File: config.mk
export PLATFORM = sky130hd
export DESIGN_NAME = ps2_host_rx_flat
export DESIGN_NICKNAME = d
export VERILOG_FILES = /design/src/rtl/ps2_host_rx_pkg.sv /design/src/rtl/ps2_host_rx_if.sv /design/src/rtl/ps2_host_rx_fifo.sv /design/src/rtl/ps2_host_rx.sv /design/src/flat_wrapper.sv
export SDC_FILE = /design/constraint.sdc
export NUM_CORES = 1
export LEC_CHECK = 0
export CAP_MARGIN = 10
export CORE_MARGIN = 2
export CORE_UTILIZATION = 40
export CTS_BUF_LIST = sky130_fd_sc_hd__clkbuf_8
export DETAILED_ROUTE_END_ITERATION = 10
export GPL_ROUTABILITY_DRIVEN = 0
export PLACE_DENSITY = 0.58
export RECOVER_POWER = 100
export SYNTH_ARGS = -nofsm -noshare
export SYNTH_HDL_FRONTEND = slang
export SYNTH_HIERARCHICAL = 1
export SYNTH_SLANG_ARGS = --single-unit
File: constraint.sdc
create_clock -name clk -period 2.9 [get_ports clk]
set_input_delay 0.87 -clock clk [delete_from_list [all_inputs] [get_ports clk]]
set_output_delay 0.87 -clock clk [all_outputs]
set_load 0.02 [all_outputs]
File: src/rtl/ps2_host_rx_pkg.sv
// Shared types and frame constants for the PS/2 host receiver.
package ps2_pkg;

    typedef enum logic [1:0] {
        ST_IDLE,
        ST_DATA,
        ST_PARITY,
        ST_STOP
    } rx_state_t;

    localparam logic PS2_START     = 1'b0;
    localparam logic PS2_STOP      = 1'b1;
    localparam int   PS2_DATA_BITS = 8;

    // Odd parity: the parity bit makes the total count of ones odd.
    function automatic logic odd_parity(input logic [PS2_DATA_BITS-1:0] d);
        return ~^d;
    endfunction

endpackage

File: src/rtl/ps2_host_rx_if.sv
// Byte stream and error-pulse bundle between the PS/2 receiver and core logic.
interface ps2_host_rx_if;

    logic [7:0] rx_data;
    logic       rx_valid;
    logic       rx_ready;
    logic       parity_err;
    logic       frame_err;
    logic       timeout_err;
    logic       overflow;

    // Receiver side: produces bytes and error pulses, accepts ready.
    modport master (
        output rx_data,
        output rx_valid,
        output parity_err,
        output frame_err,
        output timeout_err,
        output overflow,
        input  rx_ready
    );

    // Consumer side.
    modport slave (
        input  rx_data,
        input  rx_valid,
        input  parity_err,
        input  frame_err,
        input  timeout_err,
        input  overflow,
        output rx_ready
    );

endinterface

File: src/rtl/ps2_host_rx_fifo.sv
// Small synchronous FIFO with wrap-around pointers carrying an extra lap bit.
module ps2_rx_fifo #(
    parameter int DATA_W = 8,
    parameter int ADDR_W = 2
) (
    input  logic              clk,
    input  logic              reset_n,
    input  logic              push,
    input  logic [DATA_W-1:0] din,
    input  logic              pop,
    output logic [DATA_W-1:0] dout,
    output logic              full,
    output logic              empty
);

    localparam int DEPTH = 1 << ADDR_W;

    logic [DATA_W-1:0] mem [DEPTH];
    logic [ADDR_W:0]   wr_ptr;
    logic [ADDR_W:0]   rd_ptr;
    logic              do_push;
    logic              do_pop;

    assign empty   = (wr_ptr == rd_ptr);
    assign full    = (wr_ptr[ADDR_W] != rd_ptr[ADDR_W]) &&
                     (wr_ptr[ADDR_W-1:0] == rd_ptr[ADDR_W-1:0]);
    // A pop in the same cycle frees the slot a push into a full FIFO needs.
    assign do_push = push && (!full || pop);
    assign do_pop  = pop && !empty;
    // Storage is not reset; the head reads as zero whenever nothing is queued.
    assign dout    = empty ? '0 : mem[rd_ptr[ADDR_W-1:0]];

    // Pointer update.
    always_ff @(posedge clk or negedge reset_n) begin
        if (!reset_n) begin
            wr_ptr <= '0;
            rd_ptr <= '0;
        end else begin
            if (do_push) wr_ptr <= wr_ptr + 1'b1;
            if (do_pop)  rd_ptr <= rd_ptr + 1'b1;
        end
    end

    // Storage write.
    always_ff @(posedge clk) begin
        if (do_push) mem[wr_ptr[ADDR_W-1:0]] <= din;
    end

endmodule

File: src/rtl/ps2_host_rx.sv
// PS/2 host receiver: synchronise and deglitch the PS/2 lines, deframe
// start/data/parity/stop, and queue good bytes behind a valid/ready port.
module ps2_host_rx
    import ps2_pkg::*;
#(
    parameter int FILTER_LEN = 4,
    parameter int TIMEOUT    = 20000,
    parameter int FIFO_BITS  = 2
) (
    input  logic          clk,
    input  logic          reset_n,
    input  logic          ps2_clk,
    input  logic          ps2_data,
    ps2_host_rx_if.master rx
);

    localparam int FLT_W = $clog2(FILTER_LEN + 1);
    localparam int WD_W  = $clog2(TIMEOUT + 1);

    // Index 0 is the PS/2 clock line, index 1 the data line.
    logic [1:0]            sync_p0;
    logic [1:0]            sync_p1;
    logic [1:0]            line_f;
    logic [1:0][FLT_W-1:0] flt_cnt;
    logic                  clk_f_d;
    logic                  fall;
    logic                  bit_in;

    rx_state_t                state, state_n;
    logic [2:0]               bit_cnt, bit_cnt_n;
    logic [WD_W-1:0]          wd_cnt, wd_cnt_n;
    logic [PS2_DATA_BITS-1:0] shreg, shreg_n;
    logic                     par, par_n;
    logic                     push_req;
    logic                     perr_n, ferr_n, terr_n, ovf_n;
    logic                     perr_q, ferr_q, terr_q, ovf_q;

    logic                     fifo_full;
    logic                     fifo_empty;
    logic                     pop;
    logic [7:0]               fifo_dout;

    assign fall   = clk_f_d & ~line_f[0];
    assign bit_in = line_f[1];
    assign pop    = rx.rx_valid && rx.rx_ready;

    // Two-flop synchroniser followed by a run-length filter on each line.
    always_ff @(posedge clk or negedge reset_n) begin
        if (!reset_n) begin
            sync_p0 <= '1;
            sync_p1 <= '1;
            line_f  <= '1;
            flt_cnt <= '0;
            clk_f_d <= 1'b1;
        end else begin
            sync_p0 <= {ps2_data, ps2_clk};
            sync_p1 <= sync_p0;
            clk_f_d <= line_f[0];
            for (int i = 0; i < 2; i++) begin
                if (sync_p1[i] == line_f[i]) begin
                    flt_cnt[i] <= '0;
                end else if (flt_cnt[i] == FLT_W'(FILTER_LEN - 1)) begin
                    line_f[i]  <= sync_p1[i];
                    flt_cnt[i] <= '0;
                end else begin
                    flt_cnt[i] <= flt_cnt[i] + 1'b1;
                end
            end
        end
    end

    // Frame FSM state, counters and one-cycle status pulses.
    always_ff @(posedge clk or negedge reset_n) begin
        if (!reset_n) begin
            state   <= ST_IDLE;
            bit_cnt <= '0;
            wd_cnt  <= '0;
            perr_q  <= 1'b0;
            ferr_q  <= 1'b0;
            terr_q  <= 1'b0;
            ovf_q   <= 1'b0;
        end else begin
            state   <= state_n;
            bit_cnt <= bit_cnt_n;
            wd_cnt  <= wd_cnt_n;
            perr_q  <= perr_n;
            ferr_q  <= ferr_n;
            terr_q  <= terr_n;
            ovf_q   <= ovf_n;
        end
    end

    // Frame data path; contents only matter once a full frame is in.
    always_ff @(posedge clk) begin
        shreg <= shreg_n;
        par   <= par_n;
    end

    // Next-state logic, frame checking and watchdog.
    always_comb begin
        state_n   = state;
        bit_cnt_n = bit_cnt;
        shreg_n   = shreg;
        par_n     = par;
        push_req  = 1'b0;
        perr_n    = 1'b0;
        ferr_n    = 1'b0;
        terr_n    = 1'b0;
        wd_cnt_n  = (state == ST_IDLE || fall) ? '0 : wd_cnt + 1'b1;

        case (state)
            ST_IDLE: begin
                // A high level at a falling edge is a spurious start.
                if (fall && bit_in == PS2_START) begin
                    state_n   = ST_DATA;
                    bit_cnt_n = '0;
                end
            end
            ST_DATA: begin
                if (fall) begin
                    shreg_n   = {bit_in, shreg[PS2_DATA_BITS-1:1]};
                    bit_cnt_n = bit_cnt + 1'b1;
                    if (bit_cnt == 3'(PS2_DATA_BITS - 1)) state_n = ST_PARITY;
                end
            end
            ST_PARITY: begin
                if (fall) begin
                    par_n   = bit_in;
                    state_n = ST_STOP;
                end
            end
            ST_STOP: begin
                if (fall) begin
                    state_n = ST_IDLE;
                    if (bit_in != PS2_STOP)             ferr_n   = 1'b1;
                    else if (par != odd_parity(shreg))  perr_n   = 1'b1;
                    else                                push_req = 1'b1;
                end
            end
            default: state_n = ST_IDLE;
        endcase

        // A stalled device abandons the partial frame.
        if (state != ST_IDLE && !fall && wd_cnt == WD_W'(TIMEOUT)) begin
            state_n  = ST_IDLE;
            shreg_n  = '0;
            wd_cnt_n = '0;
            terr_n   = 1'b1;
        end

        ovf_n = push_req && fifo_full && !pop;
    end

    ps2_rx_fifo #(
        .DATA_W (PS2_DATA_BITS),
        .ADDR_W (FIFO_BITS)
    ) u_fifo (
        .clk     (clk),
        .reset_n (reset_n),
        .push    (push_req),
        .din     (shreg),
        .pop     (pop),
        .dout    (fifo_dout),
        .full    (fifo_full),
        .empty   (fifo_empty)
    );

    assign rx.rx_data     = fifo_dout;
    assign rx.rx_valid    = !fifo_empty;
    assign rx.parity_err  = perr_q;
    assign rx.frame_err   = ferr_q;
    assign rx.timeout_err = terr_q;
    assign rx.overflow    = ovf_q;

endmodule
File: src/flat_wrapper.sv
// flat-port wrapper written by rule: the top's interface ports become plain ports
module ps2_host_rx_flat import ps2_pkg::*;
#(
    parameter int FILTER_LEN = 4,
    parameter int TIMEOUT    = 20000,
    parameter int FIFO_BITS  = 2
)
  (clk, reset_n, ps2_clk, ps2_data, rx_rx_data, rx_rx_valid, rx_parity_err, rx_frame_err, rx_timeout_err, rx_overflow, rx_rx_ready);
  ps2_host_rx_if rx_i ();
  input  logic clk;
  input  logic reset_n;
  input  logic ps2_clk;
  input  logic ps2_data;
  output wire logic [$bits(rx_i.rx_data)-1:0] rx_rx_data;
  output wire logic [$bits(rx_i.rx_valid)-1:0] rx_rx_valid;
  output wire logic [$bits(rx_i.parity_err)-1:0] rx_parity_err;
  output wire logic [$bits(rx_i.frame_err)-1:0] rx_frame_err;
  output wire logic [$bits(rx_i.timeout_err)-1:0] rx_timeout_err;
  output wire logic [$bits(rx_i.overflow)-1:0] rx_overflow;
  input wire logic [$bits(rx_i.rx_ready)-1:0] rx_rx_ready;
  assign rx_rx_data = rx_i.rx_data;
  assign rx_rx_valid = rx_i.rx_valid;
  assign rx_parity_err = rx_i.parity_err;
  assign rx_frame_err = rx_i.frame_err;
  assign rx_timeout_err = rx_i.timeout_err;
  assign rx_overflow = rx_i.overflow;
  assign rx_i.rx_ready = rx_rx_ready;
  ps2_host_rx #(.FILTER_LEN(FILTER_LEN), .TIMEOUT(TIMEOUT), .FIFO_BITS(FIFO_BITS)) u_core (.clk(clk), .reset_n(reset_n), .ps2_clk(ps2_clk), .ps2_data(ps2_data), .rx(rx_i));
endmodule
### After elaboration in Yosys (flattened, before gate mapping)

Memories as Yosys holds them, arrays and structs flattened.
Cells that the tools add are included.

| cells by class | value |
|---|---|
| multiplexer cells | 31 |
| equality and inequality tests | 20 |
| bitwise operators | 5 |
| $add $sub $neg | 6 |
| reductions and logical operators | 25 |

Operators with widths:

| operator | number |
|---|---|
| $mux W15 | 2 |
| $mux W3 | 6 |
| $add A15 B1 Y15 const B | 1 |
| $add A3 B1 Y3 const B | 5 |
| $eq A15 B15 Y1 const B | 1 |
| $mux W1 | 14 |
| $mux W2 | 6 |
| $ne A3 B1 Y1 const B | 4 |
| $logic_and A1 B1 Y1 | 9 |
| $mux W8 | 1 |
| $pmux W2 S4 | 1 |
| $reduce_and A2 Y1 | 4 |
| $reduce_xnor A8 Y1 | 1 |
| $eq A3 B2 Y1 const B | 2 |
| $pmux W3 S2 | 1 |
| $reduce_and A5 Y1 | 1 |
| $eq A2 B2 Y1 const B | 2 |
| $logic_not A1 Y1 | 4 |
| $not A1 Y1 | 4 |
| $reduce_bool A2 Y1 | 2 |
| $eq A3 B3 Y1 | 1 |
| $eq A3 B3 Y1 const B | 1 |
| $ne A3 B3 Y1 const B | 1 |
| $reduce_and A3 Y1 | 1 |
| other kinds (9) | 12 |

| word-level totals | value |
|---|---|
| word-level logic and storage cells | 106 |
| memory bits (writable) | 32 |
| flip-flop bits (word level) | 52 |
| output and inout port bits | 13 |
| memories | 1 |

Memory list:

| name | words | bits a word | read ports | clocked after Yosys merged registers in | write ports | line | text |
|---|---|---|---|---|---|---|---|
| u_core.u_fifo.mem | 4 | 8 | 1 | 0 | 1 | ps2_host_rx_fifo.sv:18 | `logic [DATA_W-1:0] mem [DEPTH];` |

### Logic depth before layout (Yosys ltp)

Gate-level depths: netlist (run 1).

| logic depth | value |
|---|---|
| depth after elaboration | 9 |
| gate-level depth with buffers | 8 |
| depth with buffers taken out | 8 |

### By module

The synthesis (run 1) kept the hierarchy.

Modules (own cells, without submodules):

| module | seq. area each (µm²) | cells an instance | area an instance (µm²) | times used |
|---|---|---|---|---|
| ps2_host_rx | 1124.8 | 206 | 2134.5 | 1 |
| ps2_rx_fifo | 1111.1 | 85 | 1661.6 | 1 |

### Least setup slack after synthesis (run 1)

OpenSTA, ideal clock, no wires.

| path | value |
|---|---|
| kind | register to register |
| from | register u_core.u_fifo.rd_ptr[0] |
| to | memory u_core.u_fifo.mem[0][0] (enable) |
| arrival | 2.219 ns |
| slack | 0.403 ns |
| required time | 2.622 ns |
| buffers on the path | 1 |
| library setup time | 0.278 ns |
| cell stages (with the launch flop) | 7 |
| cells stage by stage | dfrtp_1 buf_6 xor2_2 nor3_2 nor2b_1 or4_4 and3_1 |

| between the ends | value |
|---|---|
| word-level cells in the longest chain between the ends | 7 |
| elaborated cells on any way between the ends | 10 |
| classes of those cells | eq/ne (2); mux (2); reduce/logical (6) |

Ends and longest elaborated chain:

| item | line | text |
|---|---|---|
| start: declaration | ps2_host_rx_fifo.sv:20 | `logic [ADDR_W:0] rd_ptr;` |
| start signal: assignment | ps2_host_rx_fifo.sv:40 | `if (do_pop) rd_ptr <= rd_ptr + 1'b1;` |
| $eq A3 B3 Y1 | ps2_host_rx_fifo.sv:24 | `assign empty = (wr_ptr == rd_ptr);` |
| named net u_core.fifo_empty | ps2_host_rx.sv:39 | `logic fifo_empty;` |
| $logic_not A1 Y1 | ps2_host_rx.sv:169 | `assign rx.rx_valid = !fifo_empty;` |
| $logic_and A1 B1 Y1 | ps2_host_rx.sv:45 | `assign pop = rx.rx_valid && rx.rx_ready;` |
| named net u_core.pop | ps2_host_rx.sv:40 | `logic pop;` |
| $logic_or A1 B1 Y1 | ps2_host_rx_fifo.sv:28 | `assign do_push = push && (!full \|\| pop);` |
| $logic_and A1 B1 Y1 | ps2_host_rx_fifo.sv:28 |  |
| $mux W1 | ps2_host_rx_fifo.sv:46 | `if (do_push) mem[wr_ptr[ADDR_W-1:0]] <= din;` |
| $mux W1 (implied by the code) | ps2_host_rx_fifo.sv:46 |  |
| end: declaration | ps2_host_rx_fifo.sv:18 |  |

The timed path passes the listed nets, and every way through them passes these cells.

### Final worst setup path (run 1)

| path | value |
|---|---|
| from | register u_core.u_fifo.rd_ptr[0] |
| to | output rx_rx_data[6] |

| between the ends | value |
|---|---|
| word-level cells in the longest chain between the ends | 2 |
| elaborated cells on any way between the ends | 3 |
| classes of those cells | eq/ne (1); mux (1); memory (1) |

Ends and longest elaborated chain:

| item | line | text |
|---|---|---|
| $mem_v2 Z4 W8 / $eq A3 B3 Y1 (equally long branches) | n/a |  |
| $mux W8 (*) | ps2_host_rx_fifo.sv:31 | `assign dout = empty ? '0 : mem[rd_ptr[ADDR_W-1:0]];` |
| end: declaration | flat_wrapper.sv:14 | `output wire logic [$bits(rx_i.rx_data)-1:0] rx_rx_data;` |

Mark *: on every way between the ends. The rest lies on a longest branch, timed or not.

==> flow_summary.yaml, run 1 <==
status:
  status: "complete, no violations"
critical_path:
  path_delay_family: "buffers and inverters"
  worst-setup-path-type: "flop to output pin"
  reg2reg_depth: 8
  r2r_setup_slack_ps: 370
  crit_arrival_ps: 1900
  cp_num_buf_inv: 2
  cp_max_fo: 8
  worst_path_max_delay_cell: "mux4_2"
  critPathLaunchType: "flop"
  path_cells: "buf_4 -> mux4_2 -> nor2b_1 -> dlygate4sd2_1"
  slowest_delay_ps: 520
  cp.required_ps: 2030
  reg2reg_to: "u_core/u_fifo/mem[3][0]"
  worstReg2RegStart: "u_core/u_fifo/rd_ptr[0]"
  crit_path_end_kind: "output pin"
timing:
  timing.final.crit_share_pct: 95.4
  hold_viol_final: 0
  tightest_slew_ps: 1120
  fmax_mhz: 362
  rsz0062_at_grt: "false"
  skew_ps: 11.5
  finalSetupViolCount: 0
  setup_tns_ps: 0
  min_period_ps: 2770
  finalMaxSlewViolations: 0
  relSlewSlack_pct: 25.4
drt:
  vias: 2153
  drc: 0
  wl_per_cell_um: 12.9
  dr.first_iter.drc_count: 100
  drt_wl_total_mm: 5.88
  firstDrtPassIters: 4
  vias_per_cell: 4.72
  antenna_left: 0
clocking:
  clk_pin_slew_ps: 90
  clock_latency_ps: 350
  ctsLongestPathBuffers: 2
  cts-root-buf: "clkbuf_8"
  clkSinkCount: 84
  cts_max_level: 3
  ctsHoldBuffers: 0
  cts_buffers: 9
  post_cts_buffers: 0
  cts.repair.resized: 10
  tritoncts: "done"
worst_hold_path:
  hp-start: "u_core/sync_p0[0]"
  holdPathStages: 0
  hold_class: "flop to flop"
  holdPathEnd: "u_core/sync_p1[0]"
synth:
  yosysTopAreaCell: "edfxtp_1"
  synth_top_area_share_pct: 26.1
  syn_area_per_cell_um2: 13.0
  synth_warnings: 6
  netlist_instances: 291
  yosys_register_bits: 84
  synth_cell_types: 47
  syn_area_um2: 3800
  yosys-top-cells-area: "edfxtp_1 (26%), dfrtp_1 (24%), ha_1 (5.3%), xnor2_1 (5.1%), dfstp_2 (4.8%)"
  syn_nets: 312
  ys_seq_area_share_pct: 58.9
final_layout:
  seqCellArea_um2: 2240
  utilization_pct: 46.1
  insertedDiodeCount: 0
  multiInputGateArea_um2: 1440
  layout.nets: 343
  final_area_um2: 4260
  area_delta_synth_final_pct: 12.3
  nFillCells: 829
  drive_gt1_share_pct: 12.8
floorplan:
  die_width_um: 101
  die-height_um: 101
  start_util_pct: 41.1
  io_pins: 18
  num_rows: 35
  core_um2: 9240
  die_area_um2: 10300
power:
  switching_share_pct: 37.0
  power_frac_clock_pct: 19.0
  p_comb_share_pct: 38.7
  intPower_mw: 2.44
  cellLeakagePower_nw: 1.72
  powerDensity_nw_per_um2: 909
  p_seq_share_pct: 42.4
  p_switching_mw: 1.43
  peakVddDrop_mv: 0.532
global_routing:
  grt_max_degree: 22
  antenna_found_initial: 0
  grt_pass1_vias: 2098
  grt_pass1_wl_mm: 10.0
  overflow: 0
  track_usage_pct: 12.8
flow_run:
  max_cap_viol_count: 0
placement:
  dp_hpwl_mm: 4.13
  port_buffers: 17
  dpl_cell_area_um2: 4150
==> synth_stat cells (all sizes together) <==
cell type,instances
nor4b,3
and2,4
and2b,1
inv,9
nor4,1
and4,1
dfstp,7
and3,6
o41ai,2
o2bb2ai,1
nand3,7
o311ai,1
nor4bb,1
a21o,1
a22o,2
nor3,6
or3,1
or4,1
mux4,8
o31ai,1
mux2i,1
buf,6
nand2b,3
a21oi,9
clkbuf,1
dfxtp,8
nor3b,3
nand3b,1
mux2,4
nand2,29
nor2,23
dfrtp,36
xor2,9
o21ai,7
edfxtp,33
xnor2,22
nor2b,14
ha,16
nand4,2
==> worst reg2reg max path, cell delays in order (launching register included) <==
cell	delay [ps]
dfrtp_1	400
buf_4	190
xor2_2	190
nor3_1	180
buf_4	200
nor2b_1	70
clkbuf_1	150
o41ai_1	530
inv_1	310
==> power groups by stage <==
stage	logic, mW	registers (mW)	clock network (mW)
floorplan	1.18	1.61	0
global placement	1.64	1.67	0
detailed placement	1.67	1.67	0
CTS	1.59	1.65	0.773
global route	1.69	1.68	0.828
finish	1.50	1.64	0.736
==> flip-flops by register name (all words and copies together) (netlist names) <==
register and flops:
u_core/par 1, u_core/rx.parity_err 1, u_core/line_f 2, u_core/flt_cnt 6
u_core/sync_p0 2, u_core/u_fifo/mem 32, u_core/rx.overflow 1, u_core/state 2
u_core/rx.timeout_err 1, u_core/rx.frame_err 1, u_core/wd_cnt 15, u_core/u_fifo/rd_ptr 3
u_core/clk_f_d 1, u_core/sync_p1 2, u_core/u_fifo/wr_ptr 3, u_core/bit_cnt 3
u_core/shreg 8
==> layout by cell type (no fill, tap or decap), drive strengths merged, types with 2 or more instances in the layout <==
cell	n
xnor2	22
dlygate4sd3	6
dfrtp	36
nand4	2
inv	12
xor2	9
buf	5
dfxtp	8
nor3	6
a22o	2
o21ai	7
mux2	4
clkbuf	15
and3	6
a21oi	9
mux4	8
clkinv	4
nand2b	3
nand3	7
nor2	23
ha	16
edfxtp	33
dlygate4sd2	9
nor3b	3
o41ai	2
nand2	29
nor2b	14
nor4b	3
dfstp	7
and2	4
==> metal layers <==
metal | vias up | GRT usage (%) | share of wire (%) | wire, um
met5 | - | 0 | 0 | 0
met4 | 0 | 4.26 | 1.9 | 112
met3 | 9 | 4.35 | 4.3 | 251
met2 | 37 | 19.8 | 45 | 2670
met1 | 1027 | 17.0 | 49 | 2850
li1 | 1080 | - | - | -
==> how the worst max path moves through the flow <==
stage,from,end,slack [ps],depth (start not counted)
after floorplan,u_core/u_fifo/rd_ptr[0],u_core/u_fifo/mem[0][0],400,6
after global placement,rx_rx_ready,u_core/u_fifo/mem[1][4],300,4
after detailed placement,u_core/u_fifo/wr_ptr[1],rx_rx_data[7],270,5
after CTS,u_core/u_fifo/rd_ptr[0],rx_rx_data[6],100,4
after global routing,u_core/u_fifo/rd_ptr[0],rx_rx_data[1],20,6
final,u_core/u_fifo/rd_ptr[0],rx_rx_data[6],130,4
==> through the flow <==
stage,hold slack (ps),power [mW],setup WS (ps),cells
final,358,3.87,135,456
after global routing,367,4.20,16.7,456
after CTS,360,4.01,101,456
after detailed placement,349,3.34,266,440
after global placement,348,3.31,304,440
after floorplan,345,2.79,403,291
==> final cells by class <==
class / instances / share of cell area (%)
sequential: 84 / 52.5
multi-input combinational: 191 / 33.9
timing repair buffer: 27 / 4.90
tap: 129 / 3.79
clock buffer: 9 / 2.91
clock inverter: 7 / 1.23
inverter: 9 / 0.793
==> kinds of logic (layout without fill, tap and decap cells) <==
kind of cell | after synthesis | count (layout) | synth area share, %
fa+ha+maj | 16 | 16 | 5.27
mux | 13 | 13 | 6.20
simple gates | 107 | 107 | 15.2
buf+inv | 16 | 52 | 2.18
xor+xnor | 31 | 31 | 7.84
compound gates | 24 | 24 | 4.42
flops | 84 | 84 | 58.9
Note: power is estimated with default switching activity, not from simulation.
==> run 2: changes to the inputs <==
--- a/config.mk
+++ b/config.mk
@@ -5,7 +5,7 @@
 export SDC_FILE = /design/constraint.sdc
 export NUM_CORES = 1
 export LEC_CHECK = 0
-export CAP_MARGIN = 10
+export CAP_MARGIN = 20
 export CORE_MARGIN = 2
 export CORE_UTILIZATION = 40
 export CTS_BUF_LIST = sky130_fd_sc_hd__clkbuf_8
==> results of run 2 <==
Same layout as run 1: the final DEF is identical, and so are final timing and power.
==> run 3: changes to the inputs <==
--- a/config.mk
+++ b/config.mk
@@ -10,7 +10,7 @@
 export CORE_UTILIZATION = 40
 export CTS_BUF_LIST = sky130_fd_sc_hd__clkbuf_8
 export DETAILED_ROUTE_END_ITERATION = 10
-export GPL_ROUTABILITY_DRIVEN = 0
+export GPL_ROUTABILITY_DRIVEN = 1
 export PLACE_DENSITY = 0.58
 export RECOVER_POWER = 100
 export SYNTH_ARGS = -nofsm -noshare
==> results of run 3 <==
Same layout as run 1: the final DEF is identical, and so are final timing and power.
